[src/rtl/mips_mc_pkg.sv]
// Shared types and encodings for the multi-cycle MIPS controller.
package mips_mc_pkg;

  typedef enum logic [3:0] {
    StFetch,
    StDecode,
    StExecR,
    StExecI,
    StMemAddr,
    StMemRd,
    StMemWb,
    StMemWr,
    StWbR,
    StWbI,
    StBranch,
    StJump,
    StJal,
    StJr,
    StHalt
  } state_e;

  // How the ALU decoder should derive alu_control in the current state.
  typedef enum logic [2:0] {
    AluOpNone,
    AluOpAdd,
    AluOpSub,
    AluOpFunct,
    AluOpImm
  } alu_op_e;

  localparam logic [5:0] OpR    = 6'd0;
  localparam logic [5:0] OpJ    = 6'd2;
  localparam logic [5:0] OpJal  = 6'd3;
  localparam logic [5:0] OpBeq  = 6'd4;
  localparam logic [5:0] OpAddi = 6'd8;
  localparam logic [5:0] OpOri  = 6'd13;
  localparam logic [5:0] OpLw   = 6'd35;
  localparam logic [5:0] OpSw   = 6'd43;

  localparam logic [5:0] FnSll = 6'd0;
  localparam logic [5:0] FnJr  = 6'd8;
  localparam logic [5:0] FnAdd = 6'd32;
  localparam logic [5:0] FnSub = 6'd34;
  localparam logic [5:0] FnAnd = 6'd36;
  localparam logic [5:0] FnOr  = 6'd37;
  localparam logic [5:0] FnSlt = 6'd42;

  localparam logic [3:0] AluAnd = 4'b0000;
  localparam logic [3:0] AluOr  = 4'b0001;
  localparam logic [3:0] AluAdd = 4'b0010;
  localparam logic [3:0] AluSub = 4'b0110;
  localparam logic [3:0] AluSlt = 4'b0111;
  localparam logic [3:0] AluSll = 4'b1110;

  localparam logic [1:0] RegDstRt = 2'd0;
  localparam logic [1:0] RegDstRd = 2'd1;
  localparam logic [1:0] RegDstRa = 2'd2;

  localparam logic [1:0] MemToRegAlu   = 2'd0;
  localparam logic [1:0] MemToRegMdr   = 2'd1;
  localparam logic [1:0] MemToRegPc    = 2'd2;
  localparam logic [1:0] MemToRegShift = 2'd3;

  localparam logic [1:0] SrcBReg   = 2'd0;
  localparam logic [1:0] SrcBFour  = 2'd1;
  localparam logic [1:0] SrcBImm   = 2'd2;
  localparam logic [1:0] SrcBImmSh = 2'd3;

  localparam logic [1:0] PcSrcAlu    = 2'd0;
  localparam logic [1:0] PcSrcAluOut = 2'd1;
  localparam logic [1:0] PcSrcJump   = 2'd2;
  localparam logic [1:0] PcSrcRs     = 2'd3;

endpackage

[src/rtl/mips_mc_alu_dec.sv]
// Combinational ALU control decode from the controller's ALU mode, opcode and funct.
module mips_mc_alu_dec
  import mips_mc_pkg::*;
#(
  parameter int unsigned OP_W    = 6,
  parameter int unsigned FUNCT_W = 6
) (
  input  alu_op_e            alu_op,
  input  logic [OP_W-1:0]    op,
  input  logic [FUNCT_W-1:0] funct,
  output logic [3:0]         alu_control
);

  always_comb begin
    alu_control = AluAnd;
    unique case (alu_op)
      AluOpAdd: alu_control = AluAdd;
      AluOpSub: alu_control = AluSub;
      AluOpFunct: begin
        case (funct)
          FUNCT_W'(FnAdd): alu_control = AluAdd;
          FUNCT_W'(FnSub): alu_control = AluSub;
          FUNCT_W'(FnAnd): alu_control = AluAnd;
          FUNCT_W'(FnOr):  alu_control = AluOr;
          FUNCT_W'(FnSlt): alu_control = AluSlt;
          FUNCT_W'(FnSll): alu_control = AluSll;
          default:         alu_control = AluAdd;
        endcase
      end
      AluOpImm: alu_control = (op == OP_W'(OpOri)) ? AluOr : AluAdd;
      default:  alu_control = AluAnd;
    endcase
  end

endmodule

[src/rtl/mips_mc_ctrl.sv]
// Multi-cycle MIPS control FSM with memory watchdog and retired-instruction counter.
// Define MIPS_MC_ILLEGAL_TRAP_EN to trap undecoded opcodes into HALT with illegal_op set.
module mips_mc_ctrl
  import mips_mc_pkg::*;
#(
  parameter int unsigned OP_W    = 6,
  parameter int unsigned FUNCT_W = 6,
  parameter int unsigned CNT_W   = 32,
  parameter int unsigned TIMEOUT = 16
) (
  input  logic               clk,
  input  logic               reset,
  input  logic [OP_W-1:0]    op,
  input  logic [FUNCT_W-1:0] funct,
  input  logic               mem_ready,
  output logic               pc_write,
  output logic               pc_write_cond,
  output logic               iord,
  output logic               mem_read,
  output logic               mem_write,
  output logic               ir_write,
  output logic [1:0]         reg_dst,
  output logic [1:0]         mem_to_reg,
  output logic               reg_write,
  output logic               alu_src_a,
  output logic [1:0]         alu_src_b,
  output logic [1:0]         pc_source,
  output logic [3:0]         alu_control,
  output logic               bus_err,
  output logic               illegal_op,
  output logic [CNT_W-1:0]   instr_retired
);

  localparam int unsigned WdW = (TIMEOUT > 1) ? $clog2(TIMEOUT + 1) : 1;

  state_e           state_q, state_d;
  logic [WdW-1:0]   wd_q, wd_d;
  logic             bus_err_q, bus_err_d;
  logic             illegal_q, illegal_d;
  logic [CNT_W-1:0] cnt_q;
  logic             retire;
  logic             wait_mem;
  alu_op_e          alu_op;

  always_ff @(posedge clk) begin
    if (reset) begin
      state_q   <= StFetch;
      wd_q      <= '0;
      bus_err_q <= 1'b0;
      illegal_q <= 1'b0;
      cnt_q     <= '0;
    end else begin
      state_q   <= state_d;
      wd_q      <= wd_d;
      bus_err_q <= bus_err_d;
      illegal_q <= illegal_d;
      if (retire) cnt_q <= cnt_q + CNT_W'(1);
    end
  end

  always_comb begin
    state_d       = state_q;
    wd_d          = '0;
    bus_err_d     = bus_err_q;
    illegal_d     = illegal_q;
    retire        = 1'b0;
    wait_mem      = 1'b0;
    alu_op        = AluOpNone;
    pc_write      = 1'b0;
    pc_write_cond = 1'b0;
    iord          = 1'b0;
    mem_read      = 1'b0;
    mem_write     = 1'b0;
    ir_write      = 1'b0;
    reg_dst       = RegDstRt;
    mem_to_reg    = MemToRegAlu;
    reg_write     = 1'b0;
    alu_src_a     = 1'b0;
    alu_src_b     = SrcBReg;
    pc_source     = PcSrcAlu;

    // Outputs are forced low for the whole reset cycle, even mid-instruction.
    if (!reset) begin
      unique case (state_q)
        StFetch: begin
          wait_mem  = 1'b1;
          mem_read  = 1'b1;
          alu_src_b = SrcBFour;
          alu_op    = AluOpAdd;
          if (mem_ready) begin
            ir_write = 1'b1;
            pc_write = 1'b1;
            state_d  = StDecode;
          end
        end
        StDecode: begin
          alu_src_b = SrcBImmSh;
          alu_op    = AluOpAdd;
          if (op == OP_W'(OpR)) begin
            state_d = (funct == FUNCT_W'(FnJr)) ? StJr : StExecR;
          end else if (op == OP_W'(OpAddi) || op == OP_W'(OpOri)) begin
            state_d = StExecI;
          end else if (op == OP_W'(OpLw) || op == OP_W'(OpSw)) begin
            state_d = StMemAddr;
          end else if (op == OP_W'(OpBeq)) begin
            state_d = StBranch;
          end else if (op == OP_W'(OpJ)) begin
            state_d = StJump;
          end else if (op == OP_W'(OpJal)) begin
            state_d = StJal;
          end else begin
`ifdef MIPS_MC_ILLEGAL_TRAP_EN
            illegal_d = 1'b1;
            state_d   = StHalt;
`else
            retire    = 1'b1;
            state_d   = StFetch;
`endif
          end
        end
        StExecR: begin
          alu_src_a = 1'b1;
          alu_op    = AluOpFunct;
          state_d   = StWbR;
        end
        StWbR: begin
          reg_dst    = RegDstRd;
          reg_write  = 1'b1;
          mem_to_reg = (funct == FUNCT_W'(FnSll)) ? MemToRegShift : MemToRegAlu;
          retire     = 1'b1;
          state_d    = StFetch;
        end
        StExecI: begin
          alu_src_a = 1'b1;
          alu_src_b = SrcBImm;
          alu_op    = AluOpImm;
          state_d   = StWbI;
        end
        StWbI: begin
          reg_write = 1'b1;
          retire    = 1'b1;
          state_d   = StFetch;
        end
        StMemAddr: begin
          alu_src_a = 1'b1;
          alu_src_b = SrcBImm;
          alu_op    = AluOpAdd;
          state_d   = (op == OP_W'(OpSw)) ? StMemWr : StMemRd;
        end
        StMemRd: begin
          wait_mem = 1'b1;
          mem_read = 1'b1;
          iord     = 1'b1;
          if (mem_ready) state_d = StMemWb;
        end
        StMemWb: begin
          mem_to_reg = MemToRegMdr;
          reg_write  = 1'b1;
          retire     = 1'b1;
          state_d    = StFetch;
        end
        StMemWr: begin
          wait_mem  = 1'b1;
          mem_write = 1'b1;
          iord      = 1'b1;
          if (mem_ready) begin
            retire  = 1'b1;
            state_d = StFetch;
          end
        end
        StBranch: begin
          alu_src_a     = 1'b1;
          alu_op        = AluOpSub;
          pc_write_cond = 1'b1;
          pc_source     = PcSrcAluOut;
          retire        = 1'b1;
          state_d       = StFetch;
        end
        StJump: begin
          pc_write  = 1'b1;
          pc_source = PcSrcJump;
          retire    = 1'b1;
          state_d   = StFetch;
        end
        StJal: begin
          pc_write   = 1'b1;
          pc_source  = PcSrcJump;
          reg_dst    = RegDstRa;
          mem_to_reg = MemToRegPc;
          reg_write  = 1'b1;
          retire     = 1'b1;
          state_d    = StFetch;
        end
        StJr: begin
          pc_write  = 1'b1;
          pc_source = PcSrcRs;
          retire    = 1'b1;
          state_d   = StFetch;
        end
        StHalt: state_d = StHalt;
        default: state_d = StHalt;
      endcase

      // wd_q counts consecutive stalled cycles already spent in this memory state.
      if (wait_mem && !mem_ready && TIMEOUT != 0) begin
        if (wd_q == WdW'(TIMEOUT - 1)) begin
          bus_err_d = 1'b1;
          state_d   = StHalt;
        end else begin
          wd_d = wd_q + WdW'(1);
        end
      end
    end
  end

  mips_mc_alu_dec #(
    .OP_W    (OP_W),
    .FUNCT_W (FUNCT_W)
  ) u_alu_dec (
    .alu_op      (alu_op),
    .op          (op),
    .funct       (funct),
    .alu_control (alu_control)
  );

  assign bus_err       = bus_err_q & ~reset;
  assign illegal_op    = illegal_q & ~reset;
  assign instr_retired = reset ? '0 : cnt_q;

endmodule

[config.mk]
export PLATFORM = sky130hd
export DESIGN_NAME = mips_mc_ctrl
export DESIGN_NICKNAME = d
export VERILOG_FILES = /design/src/rtl/mips_mc_pkg.sv /design/src/rtl/mips_mc_alu_dec.sv /design/src/rtl/mips_mc_ctrl.sv
export SDC_FILE = /design/constraint.sdc
export NUM_CORES = 1
export LEC_CHECK = 0
export BUFFER_PORTS_ARGS = -buffer_cell sky130_fd_sc_hd__buf_2
export CORE_ASPECT_RATIO = 1.75
export CORE_MARGIN = 8
export CORE_UTILIZATION = 58
export DETAILED_ROUTE_END_ITERATION = 10
export PLACE_DENSITY = 0.86
export SLEW_MARGIN = 10
export SYNTH_ARGS = -nofsm -noshare
export SYNTH_HDL_FRONTEND = slang
export SYNTH_SLANG_ARGS = --single-unit
[constraint.sdc]
create_clock -name clk -period 5.4 [get_ports clk]
set_input_delay 0.54 -clock clk [delete_from_list [all_inputs] [get_ports clk]]
set_output_delay 0.54 -clock clk [all_outputs]
set_load 0.05 [all_outputs]
# Word-level counts from Yosys, hierarchy flattened
# Cells that the tools add are included.
# totals
register_bits	42
input_bits	15
out_inout_bits	54
word_cells	114
# classes
add_sub_neg	2
n_eq_ne	30
mux	56
n_bitwise	3
reduce_logical	19
# ops
op	count
$mux W4	12
$eq A6 B6 Y1 const B	6
$add A32 B1 Y32 const B	1
$mux W32	1
$pmux W4 S8	1
$mux W1	25
$eq A4 B4 Y1 const B	6
$pmux W4 S5	1
$eq A6 B4 Y1 const B	3
$pmux W2 S3	3
$eq A4 B3 Y1 const B	4
$pmux W4 S4	1
$mux W2	7
$eq A6 B2 Y1 const B	2
$logic_not A6 Y1	2
$pmux W3 S4	1
$reduce_or A3 Y1	4
$eq A4 B2 Y1 const B	2
$reduce_or A2 Y1	4
$reduce_or A4 Y1	2
$reduce_or A7 Y1	1
$eq A3 B2 Y1 const B	2
$eq A6 B3 Y1 const B	1
$add A5 B1 Y5 const B	1
other kinds (15)	17

# Longest topological paths before layout
# Gate-level depths: netlist (run 1).
# logic_depth
word_depth	10
mapped_depth	9
ltp_nobuf	6

# By module
# Synthesis (run 1) repeated with hierarchy kept, for this count alone.
# hier_totals
hier_cells	367
hier_area_um2	2840.2
# by_module_without_submodules
module	instances	cells_per_inst	area_each_um2	seq_area_each_um2
mips_mc_ctrl	1	348	2707.6	840.8
mips_mc_alu_dec	1	19	132.6	0.0

# Least setup slack after synthesis (run 1)
# Ideal clock, no wire load.
# synth_timing
path_type	input to output
start	input port reset
end	output port mem_write
arrival_ps	2622
required_ps	4860
setup_slack_ps	2238
stages	4
n_path_buf	2
path_cell_list	clkbuf_1 > buf_1 > nor3_1 > and2_1
# synth_between
elab_chain_len	1
# synth_lines
item	line	rtl
start: declaration	mips_mc_ctrl.sv:12	input logic reset,
$mux W1	mips_mc_ctrl.sv:83	if (!reset) begin
end: declaration	mips_mc_ctrl.sv:20	output logic mem_write,
# Every way passes these cells.

# Worst setup path in the final report (run 1)
# layout_timing
start	register state_q[2]
end	output port alu_src_b[1]
# layout_between
elab_chain_len	4
word_cells_on_any_way	7
classes_between	eq/ne: 3; mux: 2; reduce/logical: 2
# layout_lines
item	line	rtl
start: declaration	mips_mc_ctrl.sv:36	state_e state_q, state_d;
start signal: assignment	mips_mc_ctrl.sv:47	state_q <= StFetch;
start signal: assignment	mips_mc_ctrl.sv:53	state_q <= state_d;
$eq A4 B3 Y1 / $eq A4 B2 Y1 (equally long branches)	mips_mc_ctrl.sv:84	unique case (state_q)
$reduce_or A2 Y1 (no line)	--	
$pmux W2 S3 (*)	mips_mc_ctrl.sv:84	
$mux W2 (*)	mips_mc_ctrl.sv:83	
end: declaration	mips_mc_ctrl.sv:26	output logic [1:0] alu_src_b,
# Mark *: on every way between the ends. The rest lies on a longest branch, timed or not.

==> flow_summary.ini, run 1 <==
[route]
routedWlPerCell_um = 15.0
viasPerCell = 6.22
num_vias = 2992
routed_wl_um = 7210
ant_nets = 0
dr.pass1.iters = 4
dr.first_iter.drc_count = 162
route.detailed.drc = 0

[sta]
finalMaxSlewViolations = 0
min_period_ps = 2730
slew_headroom = 0.401
rsz0062_at_grt = false
finalSetupViolCount = 0
finalClockSkew_ps = 9.73
holdWs_ps = 457
finalCritPeriodShare = 0.506
timing.fmax_mhz = 366
setup_tns_ps = 0
worstMarginPinSlew_ps = 898
final_hold_viol_count = 0

[clocking]
post_cts.repair.setup_buffers = 0
cts-buffers-inserted = 5
path_clk_slew_ps = 70
ctsHtreeMaxLevel = 2
cts-root-buf = clkbuf_8
cts_tree = done
clock_latency_ps = 300
clock-sinks = 42
post_cts_resized = 0
clk_path_buf_depth = 2
cts_hold_buf = 0

[grt]
grt_pass1_vias = 2782
met1_usage = 0.167
groute.layer.met3.usage = 0.0464
grt_use_met2 = 0.342
grt_pass1_wl_um = 11800
grt-ovfl-total = 0
antenna_found_initial = 0
grtUsageTotal = 0.179
grt_max_degree = 65
busiest_layer = met2

[worst_setup_path]
crit_required_ps = 4860
worstSetupEndpointType = output port
cp_slowest_cell = dfxtp_1
path_class = flop to output port
rr_worst_depth = 6
r2r-end = cnt_q[20]$_SDFFE_PP0P_
critPathMaxFanout = 19
cp-startpoint = state_q[2]$_SDFF_PP0_
start_kind = flop
crit_end = alu_src_b[1]
critPathArrivalTime_ps = 2190
r2r_start = state_q[0]$_SDFF_PP0_
critPathMaxStageDelay_ps = 730
rrSetupSlack_ps = 2700
crit_chain = inv_1 -> or3_1 -> a211oi_1 -> buf_2

[layout]
instances_no_fill = 481
finish.utilization = 0.668
area_growth_pct = 13.3
drive_gt1_frac = 0.199
nNetsFinal = 444
antenna_cells = 0

[min_path]
timing.hold.worst.class = flop to flop
hp-start = bus_err_q$_SDFFE_PP0P_

[logic_synthesis]
synthesis.nets = 397
yosysTopAreaCell = dfxtp_1
synth_mux_area_frac = 0.0271
synth_xor_area_frac = 0.0122
ys_seq_area_frac = 0.294
synth_top_family_by_area = simple AND/OR/NAND/NOR gates
ys_top_cells_by_area = dfxtp_1 29%, nor2b_1 8.3%, a21oi_1 5.2%
synth_top_area_share = 0.294
synth_fa_ha_area_frac = 0.0131
syn_area_per_cell_um2 = 7.55
yosysWarnings = 0
synth_area_mm2 = 0.00286
synth_edf_count = 0
yosys-top-cells-count = 42 x dfxtp_1, 38 x nor2b_1, 36 x nor2_1
synth_cell_types = 58
syn_inst = 379
ys_ff_latch = 42
synth_compound_area_frac = 0.184
async_flop_share = 0
synthFlopType = dfxtp_1
synthSimpleGateAreaFrac = 0.407
synth.most_common_cell = dfxtp_1

[floorplanning]
initial_core_util = 0.590
die_area_mm2 = 0.00752
die_w_um = 69.1
coreArea_mm2 = 0.00485
ios = 69
dieHeight_um = 109
rows = 34

[power]
peakVddDrop_mv = 0.176
p_per_area_mw_per_mm2 = 197
power.total_uw = 638
p_leak_uw = 0.00130

[outcome]
status = finished clean

[place]
io_buffers = 67
dp.cells = 473
dp_hpwl_um = 5270
place_congestion = 0.831

[flow_run]
drv_cap = 0
## worst min-delay path by stage
stage                             end  slack (ps)  cells past startpoint
5_1_grt        bus_err_q$_SDFFE_PP0P_         500                      2
3_3_place_gp       wd_q[0]$_SDFF_PP0_         430                      1
4_1_cts        bus_err_q$_SDFFE_PP0P_         460                      2
2_1_floorplan      wd_q[0]$_SDFF_PP0_         420                      1
6_report       bus_err_q$_SDFFE_PP0P_         460                      2
3_5_place_dp   bus_err_q$_SDFFE_PP0P_         450                      2
## cell families (layout without fill, tap and decap cells)
kind of cell	after synthesis	count (layout)
flip-flops	42	42
other	1	1
AO/OA/AOI/OAI	82	82
AND/OR/NAND/NOR	206	206
XOR/XNOR	4	4
adder cells (fa/ha/maj)	3	3
multiplexers	7	7
buffers and inverters	34	82
## flip-flops by register name (all words and copies together), names as in the netlist
name       cells
bus_err_q      1
cnt_q         32
state_q        4
wd_q           5
## layout by cell type, fill, tap and decap left out, types with 3 or more instances in the layout
cell type,n
a211oi_1,4
a21oi_1,30
and2_1,7
and3_1,4
and4_1,7
buf_2,67
clkbuf_8,5
dfxtp_1,42
ha_1,3
inv_1,5
mux2_1,5
nand2_1,32
nand2b_1,6
nand3_1,12
nand4_1,8
nor2_1,36
nor2b_1,38
nor3_1,14
nor3b_1,4
nor4_1,3
o21ai_0,14
o31ai_1,13
o41ai_1,3
or3_1,9
or4_1,14
or4b_1,3
## critical path, delay by kind of cell (launching register included)
kind / cells / cell delay (ps)
buffers and inverters: 2 / 560
AOI/OAI and AO/OA: 1 / 250
and+or+nand+nor: 1 / 350
DFF: 1 / 730
## stage by stage
step           setup WS [ps]  instance area, µm²
6_report                2670                3240
5_1_grt                 2530                3240
4_1_cts                 2680                3240
3_5_place_dp            2770                3130
3_3_place_gp            2820                3130
2_1_floorplan           2240                2860
## power by group
group / total [µW] / internal, µW / leakage, µW / switching, µW
combinational: 76.2 / 22.3 / 0.000906 / 53.9
clock: 244 / 136 / 0.0000579 / 108
sequential: 318 / 312 / 0.000339 / 6.18
## metal layers
layer / wire, µm / vias up / part of all wire
met4: 193 / 0 / 0.027
met1: 2760 / 1418 / 0.38
met3: 343 / 17 / 0.048
li1: - / 1480 / -
met5: 0 / - / 0
met2: 3910 / 77 / 0.54
## area by class of cell
type,instances,area (µm²)
Sequential cell,42,841
Tap cell,54,67.6
Multi-Input combinational cell,303,1860
Fill cell,457,1610
Inverter,5,18.8
Timing Repair Buffer,69,350
Clock inverter,3,40.0
Clock buffer,5,68.8
Note: power is estimated with default switching activity, not from simulation.
==> run 2: changes to the inputs <==
Settings changed: ABC_AREA from default to 1, CORE_UTILIZATION 58 to 51, PLACE_DENSITY 0.86 to 0.78.
Clock period 5.4 ns to 2.4 ns, I/O delays scaled along.
==> run 2 against run 1 <==
Hold slack worse by 53 ps. Die area up 32%. Cell count up 50%. Critical path type unchanged.
==> flow_summary.ini, run 2 <==
[route]
viasPerCell = 5.30
ant_nets = 0
dr.pass1.iters = 7
dr.first_iter.drc_count = 327
route.detailed.drc = 0
routed_wl_um = 9940
routedWlPerCell_um = 13.8
num_vias = 3821

[sta]
final_hold_viol_count = 0
finalCritPeriodShare = 0.934
setup_slack_ps = 159
finalClockSkew_ps = 7.28
finalSetupViolCount = 0
timing.fmax_mhz = 446
slew_headroom = 0.564
worstMarginPinSlew_ps = 654
finalMaxSlewViolations = 0
holdWs_ps = 404
min_period_ps = 2240

[floorplanning]
die_w_um = 78.7
die_area_mm2 = 0.00989
coreArea_mm2 = 0.00676
ios = 69
rows = 40
dieHeight_um = 126
initial_core_util = 0.519

[logic_synthesis]
synth_mux_area_frac = 0
synthesis.nets = 596
synthFlopType = dfxtp_1
ys_top_cells_by_area = dfxtp_1 24%, nand2_1 16%, nor2_1 14%
synthSimpleGateAreaFrac = 0.483
synth_area_mm2 = 0.00351
synth_top_area_share = 0.240
yosys-top-cells-count = 148 x nand2_1, 131 x nor2_1, 73 x inv_1
syn_inst = 578
yosysWarnings = 0
synth_cell_types = 38
synth_top_family_by_area = simple AND/OR/NAND/NOR gates
ys_seq_area_frac = 0.240
synth_xor_area_frac = 0.0275
synth_edf_count = 0
async_flop_share = 0
synth_compound_area_frac = 0.107
yosysTopAreaCell = dfxtp_1
ys_ff_latch = 42
synth.most_common_cell = nand2_1
syn_area_per_cell_um2 = 6.07
synth_fa_ha_area_frac = 0.0107

[worst_setup_path]
cp_top_family = simple AND/OR/NAND/NOR gates
cp-startpoint = state_q[1]$_SDFF_PP0_
cp_common_cell = nand2_1
path_buf_inv = 1
crit_required_ps = 2160
crit_chain = nor2_1 -> nand2_1 -> o21ai_0 -> nand2_1 -> nor2_1 -> nand2_1 -> o31ai_1 -> clkbuf_4
critPathArrivalTime_ps = 2000
r2r_start = state_q[0]$_SDFF_PP0_
r2r-end = cnt_q[8]$_SDFFE_PP0P_
start_kind = flop
rrSetupSlack_ps = 440
critPathMaxStageDelay_ps = 380
cp_slowest_cell = dfxtp_1
rr_worst_depth = 11
worstSetupEndpointType = output port
critPathMaxFanout = 7
path_class = flop to output port

[layout]
final_common_cell = nand2_1
top_register = cnt_q
antenna_cells = 0
final_cell_mix = 148 x nand2_1, 131 x nor2_1, 73 x inv_1
largest_registers = cnt_q (32), wd_q (5), state_q (4)
area_growth_pct = 12.7
nNetsFinal = 655
drive_gt1_frac = 0.224
largest_reg_flops = 32
instances_no_fill = 721

[min_path]
hp-start = mem_ready
timing.hold.worst.class = input pin to flop
hold_depth = 4
min_to = wd_q[1]$_SDFF_PP0_

[grt]
grt_max_degree = 59
grt_pass1_wl_um = 16500
antenna_found_initial = 0
grtUsageTotal = 0.204
grt-ovfl-total = 0
grt_pass1_vias = 3730

[clocking]
clk_path_buf_depth = 2
clock_latency_ps = 290
path_clk_slew_ps = 60
cts_tree = done
cts-buffers-inserted = 5
cts-root-buf = clkbuf_16
clock-sinks = 42
ctsHtreeMaxLevel = 2

[power]
p_per_area_mw_per_mm2 = 401
p_leak_uw = 0.00166
peakVddDrop_mv = 0.357
power.total_uw = 1580

[place]
dp_slack_ps = 462
dp.cells = 714
place_congestion = 0.918
dp_hpwl_um = 7690
io_buffers = 67

[flow_run]
drv_cap = 0

[outcome]
status = finished clean
-- run 2: cell count changes in the layout (fill, tap and decap cells not counted), moves of 14 or more --
cell	before	now
or4_1	14	0
a21oi_1	30	15
nand2_1	32	148
nand3_2	0	22
nor2_1	36	131
inv_1	5	73
nor2b_1	38	0
nand3_1	12	35
a21oi_2	1	20
-- run 2: worst max-delay path by stage --
stage	to	slack, ps	depth (start not counted)
after floorplan	alu_control[3]	160	6
after global placement	alu_control[0]	470	8
after detailed placement	cnt_q[11]$_SDFFE_PP0P_	460	9
after CTS	alu_control[0]	160	8
after global routing	alu_control[0]	-3	9
final	alu_control[0]	160	8
-- run 2: cell type report --
class                           instances  area [µm²]
Multi-Input combinational cell        437        2210
Tap cell                               84         105
Inverter                               80         300
Timing Repair Buffer                   71         368
Fill cell                             723        2800
Sequential cell                        42         841
Clock buffer                            7         133
-- run 2: per-layer routing --
metal | global-route usage | share of wire | vias to the layer above
met1 | 0.192 | 0.36 | 1731
li1 | - | - | 1918
met4 | 0.147 | 0.054 | 0
met5 | 0 | 0 | -
met2 | 0.374 | 0.54 | 128
met3 | 0.0434 | 0.048 | 44
-- run 2: repair_timing --
action | in CTS | in global routing
hold buffers | 0 | 0
setup buffers | 0 | 0
setup endpoints to repair | 0 | 1
gates resized for setup | 0 | 1
-- run 2: where the power goes --
group	switching, µW	leakage (µW)	total [µW]	internal (µW)
Sequential	8.24	0.000339	712	704
Combinational	170	0.00126	223	53.1
Clock	268	0.0000640	649	381
Total	446	0.00166	1580	1140
-- run 2: cells by family after synthesis --
group                      count (synthesis)
and+or+nand+nor                          368
buffers and inverters                     99
DFF                                       42
adders and majority gates                  3
xor gates and xnor gates                  11
other                                      1
AOI/OAI and AO/OA                         54
-- run 2: worst register-to-register path: stages, from the launching register on --
cell	delay [ps]
dfxtp_1	410
inv_2	50
nor2_2	130
inv_2	70
nor2_4	120
nand2_2	80
nor2_4	120
nand2_4	70
nand2_8	270
nand2_4	270
nand2_1	150
a21oi_2	60
-- run 2: per-stage QoR --
stage | setup TNS [ps] | instance area, µm² | util
finish | 0 | 3950 | 0.585
CTS | 0 | 3950 | 0.585
floorplan | 0 | 3510 | -
detailed placement | 0 | 3820 | 0.565
global placement | 0 | 3820 | 0.565
global route | -3.30 | 3950 | 0.585
==> run 3: changes to the inputs <==
Settings changed: GPL_TIMING_DRIVEN from default to 0.
==> run 3 against run 2 <==
Global-route usage up 2.0 points. Wire length up 10%. Sequential share of layout area down 0.88 points. Clock skew down 4.0 ps. Cell count up 2.2%. Clock power up 18%. Utilization up 2.5 points. Die area unchanged. Combinational power up 23%.
==> flow_summary.ini, run 3 (same netlist as run 2, synthesis figures left out) <==
[route]
dr.pass1.iters = 5
num_vias = 3889
route.detailed.drc = 0
dr.first_iter.drc_count = 275
routed_wl_um = 11000
ant_nets = 0
routedWlPerCell_um = 14.9
viasPerCell = 5.28

[worst_setup_path]
start_kind = flop
critPathArrivalTime_ps = 2000
path_class = flop to output port
worstSetupEndpointType = output port
critPathMaxFanout = 7
crit_required_ps = 2160

[floorplanning]
die_w_um = 78.7
rows = 40
die_area_mm2 = 0.00989
coreArea_mm2 = 0.00676
initial_core_util = 0.519
ios = 69
dieHeight_um = 126

[layout]
fill_cells = 700
nNetsFinal = 670
largest_reg_flops = 32
drive_gt1_frac = 0.236
final_cell_mix = 148 x nand2_1, 131 x nor2_1, 73 x inv_1
area_growth_pct = 17.6
top_register = cnt_q
final_common_cell = nand2_1
antenna_cells = 0
finish.utilization = 0.611
largest_registers = cnt_q (32), wd_q (5), state_q (4)
final_area_mm2 = 0.00413

[sta]
setup_tns_ps = 0
finalMaxSlewViolations = 0
timing.fmax_mhz = 446
slew_headroom = 0.462
final_hold_viol_count = 0
worstMarginPinSlew_ps = 807
finalClockSkew_ps = 3.27
finalCritPeriodShare = 0.934
min_period_ps = 2240
rsz0062_at_grt = false
finalSetupViolCount = 0

[grt]
grtUsageTotal = 0.224
met1_usage = 0.205
grt_pass1_vias = 3915
antenna_found_initial = 0
groute.layer.met3.usage = 0.0406
busiest_layer = met2
grt_pass1_wl_um = 17800
grt-ovfl-total = 0
grt_use_met2 = 0.421
grt_max_degree = 13

[place]
dp_hpwl_um = 8780
io_buffers = 67
place_congestion = 0.934
placed_cell_area_mm2 = 0.00395

[outcome]
status = finished clean

[clocking]
cts_hold_buf = 0
ctsHtreeMaxLevel = 2
path_clk_slew_ps = 60
clock_latency_ps = 290
cts_tree = done
clk_path_buf_depth = 2
cts-root-buf = clkbuf_16
clock-sinks = 42
cts-buffers-inserted = 5

[min_path]
timing.hold.worst.class = input pin to flop

[power]
peakVddDrop_mv = 0.260
p_per_area_mw_per_mm2 = 424
p_leak_uw = 0.00174

[flow_run]
drv_cap = 0
[run 3: metal layers]
layer / share of wire / vias to the layer above
met5: 0 / -
met4: 0.064 / 0
met2: 0.53 / 133
met3: 0.044 / 45
li1: - / 1947
met1: 0.36 / 1764
[run 3: cell type report]
cell class,count,area [µm²],share of cell area
sequential,42,841,0.204
multi-input combinational,437,2210,0.536
buffer,19,160,0.0388
timing repair buffer,67,340,0.0825
tap,84,105,0.0255
clock buffer,8,166,0.0403
inverter,80,300,0.0728
[run 3: worst paths after layout]
path	start	endpoint	slack [ps]	cells after the start
hold / removal	mem_ready	wd_q[4]$_SDFF_PP0_	400	4
setup reg to reg	cnt_q[0]$_SDFFE_PP0P_	cnt_q[16]$_SDFFE_PP0P_	520	8
setup / recovery	state_q[1]$_SDFF_PP0_	alu_control[0]	160	8
hold reg to reg	wd_q[0]$_SDFF_PP0_	wd_q[0]$_SDFF_PP0_	450	1
[run 3: worst max-delay path, stage by stage (launching register included)]
cell and delay (ps):
dfxtp_1 390, nor2_1 260, nand2_1 180, o21ai_0 190, nand2_1 120, nor2_1 150
nand2_1 70, o31ai_1 70, clkbuf_4 290
[run 3: stage by stage]
| step | worst slack, ps | hold slack (ps) | std cells | power, µW |
|---|---|---|---|---|
| after floorplan | 159 | 418 | 578 | 927 |
| after global placement | 473 | 428 | 729 | 995 |
| after detailed placement | 433 | 441 | 729 | 1000 |
| after CTS | 160 | 398 | 737 | 1760 |
| after global routing | 19.0 | 433 | 737 | 1800 |
| final | 159 | 403 | 737 | 1750 |
[run 3: timing repair]
item,in CTS,in global routing
resized for setup,0,4
setup endpoints to repair,0,2
endpoints found under the hold margin,0,0
setup buffers,0,0
[run 3: where the power goes]
group	leakage (µW)	switching, µW	internal [µW]
Sequential	0.000339	8.73	704
Combinational	0.00132	191	84.0
Clock	0.0000832	291	472
Total	0.00174	491	1260
